--- config.mk ---
export PLATFORM = sky130hd
export DESIGN_NAME = pc_unit
export DESIGN_NICKNAME = d
export VERILOG_FILES = /design/src/rtl/pc_unit.sv
export SDC_FILE = /design/constraint.sdc
export NUM_CORES = 1
export LEC_CHECK = 0
export ABC_AREA = 0
export BUFFER_PORTS_ARGS = -buffer_cell sky130_fd_sc_hd__clkbuf_2
export CORE_UTILIZATION = 25
export CTS_CLUSTER_SIZE = 24
export DETAILED_ROUTE_END_ITERATION = 10
export GPL_ROUTABILITY_DRIVEN = 0
export GPL_TIMING_DRIVEN = 0
export PLACE_DENSITY = 0.45
export SYNTH_ARGS = -nofsm -noshare
export SYNTH_HDL_FRONTEND = slang
export SYNTH_SLANG_ARGS = --single-unit
export TNS_END_PERCENT = 50
--- constraint.sdc ---
create_clock -name clk_i -period 4.7 [get_ports clk_i]
set_clock_uncertainty 0.05 [all_clocks]
set_input_delay 0.47 -clock clk_i [delete_from_list [all_inputs] [get_ports clk_i]]
set_output_delay 0.47 -clock clk_i [all_outputs]
set_load 0.1 [all_outputs]
--- src/rtl/pc_unit.sv ---
// rtl/pc_unit.sv - program counter with branch/call/return redirect and circular return-address stack
//
// Purpose: holds the fetch PC and selects the next one each cycle from exception vector,
// return-stack top, branch target or sequential step. Calls push the return address onto
// a small circular stack whose oldest entry is overwritten when it is full.
//
// Ports:
//   clk_i        system clock
//   rst_i        asynchronous active-high reset
//   start_i      run enable; low holds all state
//   stall_i      hazard stall; high holds all state (exceptions still accepted)
//   br_i         taken branch/jump to br_target_i
//   call_i       branch to br_target_i and push pc_o+STEP
//   ret_i        jump to popped address (br_target_i when the stack is empty)
//   br_target_i  redirect target
//   exc_i        exception/flush request
//   exc_vec_i    exception handler address
//   pc_o         current PC (registered)
//   valid_o      pc_o is a fetched address
//   ras_empty_o  stack count == 0
//   ras_full_o   stack count == RAS_DEPTH
//   ras_ovf_o    sticky: a push overwrote a live entry
module pc_unit #(
  parameter int               WIDTH     = 32,
  parameter logic [WIDTH-1:0] RESET_VEC = '0,
  parameter int               STEP      = 4,
  parameter int               RAS_DEPTH = 4
) (
  input  logic             clk_i,
  input  logic             rst_i,
  input  logic             start_i,
  input  logic             stall_i,
  input  logic             br_i,
  input  logic             call_i,
  input  logic             ret_i,
  input  logic [WIDTH-1:0] br_target_i,
  input  logic             exc_i,
  input  logic [WIDTH-1:0] exc_vec_i,
  output logic [WIDTH-1:0] pc_o,
  output logic             valid_o,
  output logic             ras_empty_o,
  output logic             ras_full_o,
  output logic             ras_ovf_o
);

  localparam int PTR_W = (RAS_DEPTH > 1) ? $clog2(RAS_DEPTH) : 1;
  localparam int CNT_W = PTR_W + 1;
  localparam logic [CNT_W-1:0] FULL_CNT = CNT_W'(RAS_DEPTH);
  localparam logic [WIDTH-1:0] STEP_W   = WIDTH'(STEP);

  logic [WIDTH-1:0] pc_q, pc_d;
  logic             valid_q, valid_d;
  logic [CNT_W-1:0] cnt_q, cnt_d;
  logic [PTR_W-1:0] ptr_q, ptr_d;
  logic             ovf_q, ovf_d;

  logic [WIDTH-1:0] ras_q [RAS_DEPTH];
  logic             ras_we;
  logic [PTR_W-1:0] ras_waddr;
  logic [WIDTH-1:0] ras_wdata;

  logic             empty;
  logic             full;
  logic [PTR_W-1:0] top_idx;
  logic [WIDTH-1:0] top_addr;
  logic [WIDTH-1:0] seq_pc;

  // ptr_q points at the next free slot; the top entry sits just below it.
  // Because the pointer wraps, a push while full lands on the oldest entry.
  assign empty    = (cnt_q == '0);
  assign full     = (cnt_q == FULL_CNT);
  assign top_idx  = ptr_q - PTR_W'(1);
  assign top_addr = ras_q[top_idx];
  assign seq_pc   = pc_q + STEP_W;

  always_comb begin
    pc_d      = pc_q;
    valid_d   = valid_q | start_i;
    cnt_d     = cnt_q;
    ptr_d     = ptr_q;
    ovf_d     = ovf_q;
    ras_we    = 1'b0;
    ras_waddr = ptr_q;
    ras_wdata = seq_pc;

    if (start_i && exc_i) begin
      // Flush wins over stall and every other request.
      pc_d  = exc_vec_i;
      cnt_d = '0;
    end else if (start_i && !stall_i) begin
      if (ret_i) begin
        pc_d = empty ? br_target_i : top_addr;
        if (call_i) begin
          // Call+return: the return address replaces the popped top in place.
          ras_we = 1'b1;
          if (empty) begin
            ras_waddr = ptr_q;
            ptr_d     = ptr_q + PTR_W'(1);
            cnt_d     = CNT_W'(1);
          end else begin
            ras_waddr = top_idx;
          end
        end else if (!empty) begin
          ptr_d = top_idx;
          cnt_d = cnt_q - CNT_W'(1);
        end
      end else if (call_i) begin
        ras_we = 1'b1;
        ptr_d  = ptr_q + PTR_W'(1);
        pc_d   = br_target_i;
        if (full) begin
          ovf_d = 1'b1;
        end else begin
          cnt_d = cnt_q + CNT_W'(1);
        end
      end else if (br_i) begin
        pc_d = br_target_i;
      end else begin
        pc_d = seq_pc;
      end
    end
  end

  always_ff @(posedge clk_i or posedge rst_i) begin
    if (rst_i) begin
      pc_q    <= RESET_VEC;
      valid_q <= 1'b0;
      cnt_q   <= '0;
      ptr_q   <= '0;
      ovf_q   <= 1'b0;
    end else begin
      pc_q    <= pc_d;
      valid_q <= valid_d;
      cnt_q   <= cnt_d;
      ptr_q   <= ptr_d;
      ovf_q   <= ovf_d;
    end
  end

  // Stack storage is not reset; the count alone decides which entries are live.
  // A write in a reset cycle is suppressed so reset aborts the update.
  always_ff @(posedge clk_i) begin
    if (ras_we && !rst_i) begin
      ras_q[ras_waddr] <= ras_wdata;
    end
  end

  assign pc_o        = pc_q;
  assign valid_o     = valid_q;
  assign ras_empty_o = empty;
  assign ras_full_o  = full;
  assign ras_ovf_o   = ovf_q;

endmodule

==> out/qor.csv <==
stage;metric;value;unit
run_status;status;completed;
clocking;htree depth;4;
setup_path;CP Max Fanout;18;
setup_path;critical path data required time;4790;ps
yosys;mapped cell area;8200;µm²
grt;layer with the highest usage;met2;
yosys;cell count after synthesis;644;
power;Net Sw Frac;0.386;
placement;DP HPWL;20.6;mm
yosys;Avg Cell Area, Syn;12.7;µm²
grt;met2 Use GR;0.279;
power;maximum vdd drop;270;µV
yosys;Synth Register Bits;167;
grt;Congestion Overflow GR;0;
setup_path;crit-path cells;inv_1, ha_1, nand2b_1, inv_2, nor2_2, clkbuf_1, nand3b_1, a21oi_4, buf_12;
timing;worst hold slack;217;ps
grt;vias in the first global route;6057;
layout;post-route cell area;10000;µm²
power;pwr dens;501;nW/µm²
clocking;CTS Buf Count;17;
floorplanning;IO Count;108;
routing;post-route ant nets;0;
job;Max Cap Viol;0;
floorplanning;Row Count;65;
power;Comb pwr share;0.343;
setup_path;buffer and inverter count on the worst path;4;
yosys;Syn. warnings;0;
power;Pint;3080;µW
setup_path;Worst path top cell family by delay;buffers and inverters;
yosys;top-count cell post-synth;edfxtp_1;
floorplanning;DIE WIDTH;183;µm
clocking;Max clock buf depth;2;
clocking;post-CTS setup buffer count;0;
clocking;TritonCTS clock tree;done;
clocking;Clk pin slew, worst setup/hold paths;70;ps
grt;initial antenna violation count;0;
power;Leak;0.00357;µW
layout;Layout Nets;851;
setup_path;Max stage delay on crit path;670;ps
setup_path;crit path DAT;3850;ps
routing;routed wire length;29.3;mm
timing;unrepaired setup endpoints after global routing;no;
timing;relative slew slack;0.306;
timing;crit share post-route;0.800;
layout;area delta synth->final;22.1;%
hold_path;hold crit path type;in2reg;
power;NetSw;1940;µW
routing;initial detailed-routing violation count;570;
timing;Final min period;3760;ps
setup_path;Setup crit end kind;flip-flop;
clocking;worst skew pair latency;440;ps
power;Seq pwr share;0.369;
grt;GR Layer Usage met3;0.0298;
power;PnR Total Power;5020;µW
placement;placed cell area;9420;µm²
floorplanning;Core Box Area;31900;µm²
yosys;area leader, netlist;edfxtp_1;
yosys;post-synth net total;720;
timing;max-slew violations;0;
setup_path;startpoint types;flip-flop;
yosys;Synth cell types;74;
yosys;commonest cells in the synthesized netlist;128 x edfxtp_1, 67 x nand2_1, 39 x dfrtp_1;
routing;WL/cell;24.0;µm
timing;setup violators final;0;
clocking;CTS sink cnt;167;
floorplanning;Die ar.;33500;µm²
yosys;Synth top area share;0.469;
floorplanning;initial core utilization;0.257;
timing;Hold Vio Cnt, Final;0;
clocking;root buf cell;clkbuf_16;
routing;DRC viols;0;
yosys;Async SR Flop Fraction;0.234;
placement;IO Port Bufs;106;
power;clock network power share;0.287;
routing;vias per cell;5.08;
layout;layout cell share with drive strength beyond 1;0.276;
timing;worst slew pin tran;1040;ps
yosys;largest cells by area after synthesis;edfxtp_1 47%, dfrtp_1 12%, mux4_2 8.8%, nand2_1 3.1%, a21oi_1 2.1%;
yosys;share of the yosys chip area belonging to registers;0.587;
yosys;Top FF cell, synth;edfxtp_1;
yosys;Post-synth EDFFs;128;
setup_path;slowest CP cell;a21oi_4;
grt;global-route wire length before repair;42.4;mm
floorplanning;Die Span Y;183;µm
grt;aggregate global-route resource usage;0.180;
setup_path;kind of critical path;reg2reg;
grt;met1 capacity usage during global routing;0.257;
timing;max frequency;266;MHz
grt;largest net degree at the start of global routing;32;
routing;drt pass-1 iters;5;
routing;vias post-DR;6210;
layout;# diodes;0;
[layer usage]
| layer | share of wire | up-vias | routed length (µm) |
|---|---|---|---|
| met5 | 0 | - | 0 |
| met4 | 0.016 | 0 | 462 |
| met3 | 0.065 | 28 | 1920 |
| met2 | 0.46 | 266 | 13400 |
| met1 | 0.46 | 3153 | 13500 |
| li1 | - | 2763 | - |
[registers in the layout, summed over array words and instances, names as in the netlist]
register / cells
cnt_q: 3
ras_ovf_o: 1
ras_q: 128
ptr_q: 2
valid_o: 1
pc_o: 32
[repair_timing]
item,CTS,global route
endpoints found under the setup margin,0,0
hold buffers,1,0
endpoints found under the hold margin,10,0
resized for setup,0,0
[metrics by stage]
stage	utilization	setup TNS (ps)	std cells	worst slack (ps)
after detailed placement	0.295	0	1190	726
after floorplan	-	0	644	1070
after global placement	0.291	-160050	1185	-1880
final	0.314	0	1222	939
after global routing	0.314	0	1222	746
after CTS	0.314	0	1222	937
[path summary, 6_finish.rpt]
kind | startpoint | end | slack [ps] | cells after the start
max | cnt_q[0]$_DFFE_PP0P_ | ras_q[1][6]$_DFFE_PP_ | 940 | 9
min | exc_vec_i[10] | pc_o[10]$_DFFE_PP0P_ | 220 | 2
max reg2reg | cnt_q[0]$_DFFE_PP0P_ | ras_q[1][6]$_DFFE_PP_ | 940 | 9
min reg2reg | valid_o$_DFF_PP0_ | valid_o$_DFF_PP0_ | 420 | 1
max in group asynchronous | rst_i | pc_o[6]$_DFFE_PP0P_ | 3570 | 4
min in group asynchronous | rst_i | pc_o[11]$_DFFE_PP0P_ | 490 | 3
[final cells by class]
| cell class | count | area (µm²) |
|---|---|---|
| timing repair buffer | 112 | 648 |
| clock buffer | 20 | 447 |
| fill | 3273 | 21900 |
| tap | 435 | 544 |
| inverter | 11 | 41.3 |
| multi-input combinational | 416 | 3140 |
| clock inverter | 11 | 139 |
| buffer | 50 | 235 |
| sequential | 167 | 4820 |
[worst register-to-register path, delay by kind of cell (launching register included)]
family	cells	cell delay [ps]
compound gates	1	670
fa+ha+maj	1	240
buf+inv	4	1160
flops	1	390
simple gates	3	960
[kinds of logic after synthesis]
group,Yosys count,share of synthesized area
mux,37,0.0941
flops,167,0.587
compound gates,151,0.124
buf+inv,61,0.0337
simple gates,199,0.127
fa+ha+maj,4,0.00610
xor+xnor,25,0.0276
[power groups by stage]
| stage | combinational (µW) | sequential, µW | clock, µW |
|---|---|---|---|
| floorplan | 899 | 2210 | 0 |
| global placement | 1710 | 1890 | 0 |
| detailed placement | 1730 | 1880 | 0 |
| CTS | 1730 | 1850 | 1460 |
| global route | 1830 | 1860 | 1500 |
| finish | 1720 | 1850 | 1440 |
[cells in the final DEF, fill, tap and decap left out, types with 4 or more instances in the layout]
| cell type | count |
|---|---|
| xnor2_1 | 18 |
| a31oi_1 | 7 |
| inv_1 | 9 |
| a311o_1 | 5 |
| edfxtp_1 | 128 |
| a211oi_1 | 6 |
| a22oi_1 | 6 |
| mux2i_1 | 4 |
| clkbuf_1 | 27 |
| o22ai_1 | 19 |
| nor4_1 | 4 |
| buf_2 | 12 |
| mux4_2 | 32 |
| o21ai_0 | 20 |
| nand2b_1 | 5 |
| clkbuf_2 | 108 |
| or2_1 | 4 |
| or3_1 | 4 |
| clkbuf_16 | 17 |
| buf_1 | 4 |
| inv_6 | 5 |
| nor2_1 | 32 |
| o31a_1 | 5 |
| ha_1 | 4 |
| xor2_1 | 6 |
| a21oi_1 | 33 |
| dfrtp_1 | 39 |
| buf_4 | 6 |
| o211ai_1 | 8 |
| buf_12 | 4 |
| and3_1 | 14 |
| nand4_1 | 8 |
| nor3_1 | 7 |
| nand3_1 | 29 |
| nand2_1 | 67 |
| a2111oi_0 | 4 |
Note: power is estimated with default switching activity, not from simulation.
